==> src/rtl/fifo_rr_scheduler.sv <==
// Round-robin drain of FWFT FIFOs into one valid/ready stream, with a latched per-queue burst quota per grant.
// One arbitration cycle per grant, then one word per cycle; pops stall while the output register is held by !mst_ready.
module fifo_rr_scheduler #(
    parameter  int NR_OF_QUEUES_P = 4,
    parameter  int DATA_WIDTH_P   = 64,
    parameter  int BURST_WIDTH_P  = 4,
    localparam int QID_WIDTH_C    = $clog2(NR_OF_QUEUES_P)
) (
    input  logic                                    clk,
    input  logic                                    rst_n,
    input  logic                                    cfg_enable,
    input  logic [NR_OF_QUEUES_P*BURST_WIDTH_P-1:0] cfg_burst,
    input  logic [NR_OF_QUEUES_P-1:0]               fifo_empty,
    input  logic [NR_OF_QUEUES_P*DATA_WIDTH_P-1:0]  fifo_data,
    output logic [NR_OF_QUEUES_P-1:0]               fifo_pop,
    output logic                                    mst_valid,
    input  logic                                    mst_ready,
    output logic [DATA_WIDTH_P-1:0]                 mst_data,
    output logic [QID_WIDTH_C-1:0]                  mst_queue_id,
    output logic                                    sr_busy
);

    typedef enum logic {
        IDLE  = 1'b0,
        SERVE = 1'b1
    } state_t;

    state_t                   state_q, state_d;
    logic [QID_WIDTH_C-1:0]   rr_ptr_q, rr_ptr_d;
    logic [QID_WIDTH_C-1:0]   grant_q, grant_d;
    logic [BURST_WIDTH_P-1:0] credit_q, credit_d;
    logic                     mst_valid_q, mst_valid_d;
    logic [DATA_WIDTH_P-1:0]  mst_data_q, mst_data_d;
    logic [QID_WIDTH_C-1:0]   mst_qid_q, mst_qid_d;

    logic [DATA_WIDTH_P-1:0]  data_arr  [NR_OF_QUEUES_P];
    logic [BURST_WIDTH_P-1:0] burst_arr [NR_OF_QUEUES_P];

    for (genvar i = 0; i < NR_OF_QUEUES_P; i++) begin : g_unpack
        assign data_arr[i]  = fifo_data[i*DATA_WIDTH_P +: DATA_WIDTH_P];
        assign burst_arr[i] = cfg_burst[i*BURST_WIDTH_P +: BURST_WIDTH_P];
    end

    logic [QID_WIDTH_C-1:0]   sel;
    logic                     sel_vld;
    logic [QID_WIDTH_C:0]     idx;
    logic [BURST_WIDTH_P-1:0] quota;
    logic                     pop;

    // First non-empty queue after rr_ptr_q, wrapping modulo the queue count
    always_comb begin
        sel     = '0;
        sel_vld = 1'b0;
        idx     = '0;
        for (int k = 1; k <= NR_OF_QUEUES_P; k++) begin
            idx = {1'b0, rr_ptr_q} + (QID_WIDTH_C+1)'(k);
            if (idx >= (QID_WIDTH_C+1)'(NR_OF_QUEUES_P)) begin
                idx = idx - (QID_WIDTH_C+1)'(NR_OF_QUEUES_P);
            end
            if (!sel_vld && !fifo_empty[idx[QID_WIDTH_C-1:0]]) begin
                sel     = idx[QID_WIDTH_C-1:0];
                sel_vld = 1'b1;
            end
        end
    end

    always_comb begin
        state_d     = state_q;
        rr_ptr_d    = rr_ptr_q;
        grant_d     = grant_q;
        credit_d    = credit_q;
        mst_valid_d = mst_valid_q;
        mst_data_d  = mst_data_q;
        mst_qid_d   = mst_qid_q;
        pop         = 1'b0;
        fifo_pop    = '0;
        quota       = (burst_arr[sel] == '0) ? BURST_WIDTH_P'(1) : burst_arr[sel];

        case (state_q)
            IDLE: begin
                if (cfg_enable && sel_vld) begin
                    grant_d  = sel;
                    credit_d = quota;
                    state_d  = SERVE;
                end
            end
            SERVE: begin
                pop                = !fifo_empty[grant_q] && (!mst_valid_q || mst_ready);
                fifo_pop[grant_q]  = pop;
                // Empty flag is registered upstream, so a drained queue is only seen here one cycle late
                if (fifo_empty[grant_q] || (pop && credit_q == BURST_WIDTH_P'(1))) begin
                    state_d  = IDLE;
                    rr_ptr_d = grant_q;
                end
                if (pop) begin
                    credit_d = credit_q - BURST_WIDTH_P'(1);
                end
            end
            default: state_d = IDLE;
        endcase

        if (pop) begin
            mst_valid_d = 1'b1;
            mst_data_d  = data_arr[grant_q];
            mst_qid_d   = grant_q;
        end else if (mst_valid_q && mst_ready) begin
            mst_valid_d = 1'b0;
        end
    end

    always_ff @(posedge clk or negedge rst_n) begin
        if (!rst_n) begin
            state_q     <= IDLE;
            rr_ptr_q    <= QID_WIDTH_C'(NR_OF_QUEUES_P - 1);
            grant_q     <= '0;
            credit_q    <= '0;
            mst_valid_q <= 1'b0;
            mst_data_q  <= '0;
            mst_qid_q   <= '0;
        end else begin
            state_q     <= state_d;
            rr_ptr_q    <= rr_ptr_d;
            grant_q     <= grant_d;
            credit_q    <= credit_d;
            mst_valid_q <= mst_valid_d;
            mst_data_q  <= mst_data_d;
            mst_qid_q   <= mst_qid_d;
        end
    end

    assign mst_valid    = mst_valid_q;
    assign mst_data     = mst_data_q;
    assign mst_queue_id = mst_qid_q;
    assign sr_busy      = (state_q == SERVE) || mst_valid_q;

endmodule

==> config.mk <==
export PLATFORM = sky130hd
export DESIGN_NAME = fifo_rr_scheduler
export DESIGN_NICKNAME = d
export VERILOG_FILES = /design/src/rtl/fifo_rr_scheduler.sv
export SDC_FILE = /design/constraint.sdc
export NUM_CORES = 1
export LEC_CHECK = 0
export BUFFER_PORTS_ARGS = -buffer_cell sky130_fd_sc_hd__buf_2
export CAP_MARGIN = 25
export CORE_AREA = 4 4 134 136
export DETAILED_ROUTE_END_ITERATION = 16
export DIE_AREA = 0 0 138 140
export HOLD_SLACK_MARGIN = 0.15
export PLACE_DENSITY = 0.67
export SLEW_MARGIN = 20
export SYNTH_ARGS = -nofsm -noshare
export SYNTH_HDL_FRONTEND = slang
export SYNTH_SLANG_ARGS = --single-unit
==> constraint.sdc <==
create_clock -name clk -period 2.9 [get_ports clk]
set_input_delay 0 -clock clk [delete_from_list [all_inputs] [get_ports clk]]
set_output_delay 0 -clock clk [all_outputs]
set_load 0.02 [all_outputs]
==> results of run 1 <==
[worst reg2reg max path: cells and delay by family, from the launching register on]
kind | cells | cell delay, ns
AO/OA/AOI/OAI | 3 | 0.77
multiplexers | 1 | 0.60
flip-flops | 1 | 0.58
buffers and inverters | 1 | 0.58
AND/OR/NAND/NOR | 1 | 0.10
[per-stage QoR]
step           power, mW  std cells
3_5_place_dp       6.186        989
6_report           8.022       1139
3_3_place_gp       6.108        989
2_1_floorplan      4.907        437
5_1_grt            8.585       1139
4_1_cts            8.066       1137
[cell usage in the layout (no fill, tap or decap), drive strengths merged, types with 3 or more instances in the layout]
cell / Yosys / layout
buf: 12 / 359
inv: 6 / 6
dfrtp: 74 / 74
clkinv: 0 / 4
mux2i: 8 / 8
clkbuf: 20 / 10
mux2: 5 / 5
mux4: 66 / 66
nor2: 6 / 6
nand2: 204 / 204
nand2b: 3 / 3
dlygate4sd3: 0 / 132
nor3: 5 / 5
[path summary, 6_finish.rpt]
kind	from	endpoint
worst max-delay path	rr_ptr_q[1]	credit_q[0]
worst max register to register	rr_ptr_q[1]	credit_q[0]
min in group asynchronous	rst_n	mst_data[16]
worst min register to register	mst_data[21]	mst_data[21]
worst min-delay path	fifo_data[47]	mst_data[47]
max in group asynchronous	rst_n	mst_data[0]
[power by group through the flow]
stage	Sequential, mW	Combinational, mW	Clock [mW]
2_1_floorplan	2.43	2.48	0
3_3_place_gp	1.89	4.22	0
3_5_place_dp	1.92	4.27	0
4_1_cts	1.90	5.02	1.14
5_1_grt	1.97	5.43	1.19
6_report	1.90	5.02	1.10
[layer usage]
layer | share of wire, % | routed length (um) | vias to the layer above
met5 | 0 | 0 | -
met4 | 3.3 | 654 | 0
met3 | 8.7 | 1716 | 44
met2 | 51 | 10090 | 322
met1 | 37 | 7280 | 2548
li1 | - | - | 2491
[layout make-up]
class	count	area (um^2)	area share (%)
Clock buffer	10	229.0	2.735
Multi-Input combinational cell	323	2705	32.32
Sequential cell	76	1909	22.81
Tap cell	225	281.5	3.363
Inverter	6	22.52	0.2691
Antenna cell	2	5.005	0.05979
Timing Repair Buffer	491	3153	37.67
Clock inverter	6	65.06	0.7773
[cell families (layout without fill, tap and decap cells)]
| group | Yosys count | in the layout | share of synthesized area [%] |
|---|---|---|---|
| buffers and inverters | 38 | 513 | 3.689 |
| muxes | 79 | 79 | 34.01 |
| AOI/OAI and AO/OA | 16 | 16 | 3.428 |
| adders and majority gates | 2 | 2 | 0.5232 |
| DFF | 76 | 76 | 39.82 |
| and+or+nand+nor | 226 | 226 | 18.52 |
| other | 0 | 2 | 0 |
[timing repair]
| action | 4_1_cts | 5_1_grt |
|---|---|---|
| hold buffers | 132 | 0 |
| resized for setup | 0 | 0 |
| endpoints found under the hold margin | 141 | 0 |
| setup endpoints to repair | 0 | 0 |
[state kept, by name, indices dropped and copies added, names as in the netlist]
register,count
credit_q,4
grant_q,2
state_q,1
rr_ptr_q,2
mst_queue_id,2
mst_valid,1
mst_data,64
==> results.yml, run 1 <==
drt:
  drc_errors: 0
  drt-initial-drc-count: 219
  ant_nets: 0
  post_drt_wl_per_cell_um: 17.33
  routed_wirelength_um: 19740
  vias: 5405
  firstDrtPassIters: 4
  viasPerCell: 4.745
layout:
  n_fill_cell: 1536
  layout.nets: 1189
  area_delta_synth_final_pct: 75.04
  final_util_pct: 49.42
  layout-drive-gt1-share_pct: 50.00
  fin_area_um2: 8371
setup_path:
  cpMaxStageDelayCell: "mux4_1"
  cp.depth: 6
  cp-end-kind: "register"
  critPathTopFamily: "compound AO/OA/AOI/OAI gates"
  cp_max_fo: 7
  slowest_delay_ns: 0.60
  startpoint_type: "register"
  reg2reg_setup_slack_ns: 0.15
  worst_ep_arrival_time_ns: 2.96
  crit_type: "register to register"
  required_ns: 3.11
  rr_worst_depth: 6
  crit_buf_inv: 1
  path_cells: "nor3_1 > a221oi_4 > mux4_1 > dlygate4sd3_1 > a221oi_2 > o41ai_2"
clock_network:
  tritoncts: "built"
  cts_max_level: 3
  clkLatencyLatePin_ns: 0.33
  clk_pin_slew_worst_paths_ns: 0.06
  clkSinkCount: 76
  cts.path.max_buffers: 2
  post_cts_buffers: 0
  root_buffer: "clkbuf_16"
  numCtsBuffers: 9
synthesis:
  synth_edf_count: 0
  synth_flop_cell: "dfrtp_1"
  seq_area_frac_synth_pct: 39.82
  post_synth_num_cell_types: 39
  yosysWarningCount: 0
  synthTopCellsByArea: "dfrtp_1 (39%), mux4_2 (31%), nand2_1 (16%), mux2i_1 (1.7%), clkbuf_1 (1.6%)"
  synth_top_area_share_pct: 38.72
  syn-num-nets: 719
  synthesis.instances: 437
  ys_seq_elements: 76
  synth_most_common_cell: "nand2_1"
  yosys.area.top_type: "dfrtp_1"
  netlist_top_cells_count: "nand2_1 (204), dfrtp_1 (74), mux4_2 (65)"
  synth_area_per_cell_um2: 10.94
  async_flop_share_pct: 100.0
  syn-cell-area_um2: 4782
sta:
  fin_crit_ns: 2.747
  rsz0062_at_grt: "no"
  period_share_pct: 94.71
  worst_pin_slew_ns: 0.9635
  drv_slew: 0
  hold_viol: 0
  fin_skew_ns: 0.005913
  max_freq_mhz: 364.1
  fin_ws_ns: 0.1533
  tns_ns: 0
  maxSlewHeadroom_pct: 35.76
  fin_hold_ws_ns: 0.1723
  setup_viol_count_final: 0
flow_run:
  maxCapViolations: 0
grt:
  gr-usage-met3_pct: 5.394
  antenna_found_initial: 2
  grt_pass1_vias: 5839
  gr-total-overflow: 0
  grtUsageMet2_pct: 34.53
  met1_usage_pct: 22.28
  grtUsageTotal_pct: 19.66
  grt_start_max_net_pins: 72
  grt_pass1_wl_um: 30420
  grt.busiest_layer: "met2"
placement:
  port-buffer-count: 351
  place_area_um2: 6750
  pre_cts_ws_ns: 0.7176
  hpwl_um: 14140
  place_congestion: 0.8840
power_and_ir_drop:
  p_clk_share_pct: 13.7
  p_sw_share_pct: 40.85
  power_density_nw_per_um2: 958.4
  p_leak_nw: 4.316
  peakVddDrop_v: 0.0005253
  p_seq_share_pct: 23.7
  p_int_mw: 4.745
  comb_power_share_pct: 62.6
  power.switching_mw: 3.277
die:
  coreArea_um2: 16940
  dieArea_um2: 19320
  start_util_pct: 28.24
  fp.dieW_um: 138
  dieHeight_um: 140
  placementRows: 48
  num_io_pins: 352
worst_hold_path:
  hold_depth: 4
  min_path_type: "input port to register"
run_status:
  status: "completed"
No activity file was read; power rests on OpenSTA's default activity.
==> inputs of run 2 (changes only) <==
--- a/config.mk
+++ b/config.mk
@@ -11,7 +11,7 @@
 export DETAILED_ROUTE_END_ITERATION = 16
 export DIE_AREA = 0 0 138 140
 export HOLD_SLACK_MARGIN = 0.15
-export PLACE_DENSITY = 0.67
+export PLACE_DENSITY = 0.66
 export SLEW_MARGIN = 20
 export SYNTH_ARGS = -nofsm -noshare
 export SYNTH_HDL_FRONTEND = slang
==> results.yml, run 2 (same netlist as run 1, synthesis figures left out) <==
run_status:
  status: "completed"
setup_path:
  worstReg2RegStart: "rr_ptr_q[1]"
  r2r_end: "credit_q[0]"
  worst_ep_arrival_time_ns: 2.92
  worstSetupEndpoint: "credit_q[0]"
  cp_max_fo: 7
  startpoint_type: "register"
  cp-end-kind: "register"
  rr_worst_depth: 6
  crit_type: "register to register"
  startpoint: "rr_ptr_q[1]"
  required_ns: 3.11
  reg2reg_setup_slack_ns: 0.19
clock_network:
  clkSinkCount: 76
  cts_hold_buffers: 133
  root_buffer: "clkbuf_16"
  post_cts_buffers: 0
  clk_pin_slew_worst_paths_ns: 0.06
  numCtsBuffers: 9
  cts_resized: 0
  cts_max_level: 3
  cts.path.max_buffers: 2
  clkLatencyLatePin_ns: 0.34
  tritoncts: "built"
die:
  num_io_pins: 352
  fp.dieW_um: 138
  dieArea_um2: 19320
  start_util_pct: 28.24
  dieHeight_um: 140
  coreArea_um2: 16940
  placementRows: 48
placement:
  hpwl_um: 13730
  place_congestion: 0.8273
  dp.cells: 988
  port-buffer-count: 351
layout:
  layout-drive-gt1-share_pct: 49.78
  n_fill_cell: 1552
  multi_input_area_um2: 2705
  area_delta_synth_final_pct: 75.41
  layout_common_cells: "buf_2 (350), nand2_1 (203), dlygate4sd3_1 (133)"
  diodes: 0
  largest_reg_flops: 64
  seqCellArea_um2: 1909
  final_common_cell: "buf_2"
  fin_cells: 1137
  layout.nets: 1189
sta:
  tns_ns: 0
  setup_viol_count_final: 0
  rsz0062_at_grt: "no"
  maxSlewHeadroom_pct: 35.89
  period_share_pct: 93.59
  drv_slew: 0
  fin_crit_ns: 2.714
  worst_pin_slew_ns: 0.9617
  max_freq_mhz: 368.4
  fin_skew_ns: 0.01028
  hold_viol: 0
drt:
  post_drt_wl_per_cell_um: 16.80
  drc_errors: 0
  firstDrtPassIters: 4
  routed_wirelength_um: 19110
  viasPerCell: 4.694
  drt-initial-drc-count: 228
  vias: 5337
  ant_nets: 0
grt:
  antenna_found_initial: 0
  gr-total-overflow: 0
  grt_start_max_net_pins: 77
  grt_pass1_vias: 5738
  grtUsageTotal_pct: 19.32
  grt_pass1_wl_um: 29940
power_and_ir_drop:
  power_density_nw_per_um2: 967.5
  total_power_mw: 8.115
  p_leak_nw: 4.324
  peakVddDrop_v: 0.0004153
flow_run:
  maxCapViolations: 0
worst_hold_path:
  min_path_type: "input port to register"
## run 2: cell count changes in the layout (fill, tap and decap cells not counted)
cell / delta
buf_6: +1
bufinv_16: +1
buf_4: -2
dlygate4sd3_1: +1
clkbuf_1: +1
diode_2: -2
clkinv_4: -2
## run 2: stage by stage
step	hold WS [ns]	util, %	area (um^2)	setup WS (ns)
3_5_place_dp	0.2359	39.81	6743	0.7299
6_report	0.1575	49.53	8388	0.1859
5_1_grt	0.1653	49.53	8388	0.09237
3_3_place_gp	0.2283	39.81	6743	0.7768
2_1_floorplan	-0.2956	-	4782	0.8523
4_1_cts	0.1511	49.50	8384	0.1842
## run 2: worst max-delay path, cell delays in order (launching register included)
cell	delay, ns
dfstp_2	0.58
nor3_1	0.09
a221oi_4	0.39
mux4_1	0.60
dlygate4sd3_1	0.59
a221oi_2	0.24
o41ai_2	0.11
## run 2: metal layers
layer	GRT usage, %	wire length [um]
met5	0	0
met4	9.672	775
met3	5.019	1456
met2	34.35	9855
met1	21.43	7018
## run 2: area by class of cell
cell class | instances | area share, %
Clock buffer | 11 | 2.774
Multi-Input combinational cell | 323 | 32.25
Inverter | 6 | 0.2685
Tap cell | 225 | 3.356
Sequential cell | 76 | 22.76
Clock inverter | 5 | 0.9248
Timing Repair Buffer | 491 | 37.66
## run 2: worst min path at each step
| stage | startpoint | endpoint | slack [ns] | depth (start not counted) |
|---|---|---|---|---|
| detailed placement | rst_n | mst_data[51] | 0.24 | 1 |
| global placement | rst_n | mst_data[51] | 0.23 | 1 |
| global route | cfg_burst[2] | credit_q[0] | 0.17 | 4 |
| finish | cfg_burst[2] | credit_q[0] | 0.16 | 4 |
| CTS | cfg_burst[2] | credit_q[0] | 0.15 | 4 |
| floorplan | rst_n | credit_q[0] | -0.30 | 0 |
## run 2: where the power goes
group          switching (mW)  total [mW]  internal, mW
sequential              0.298        1.90          1.60
clock                   0.438        1.19         0.751
combinational            2.53        5.03          2.50
total                    3.27        8.12          4.85
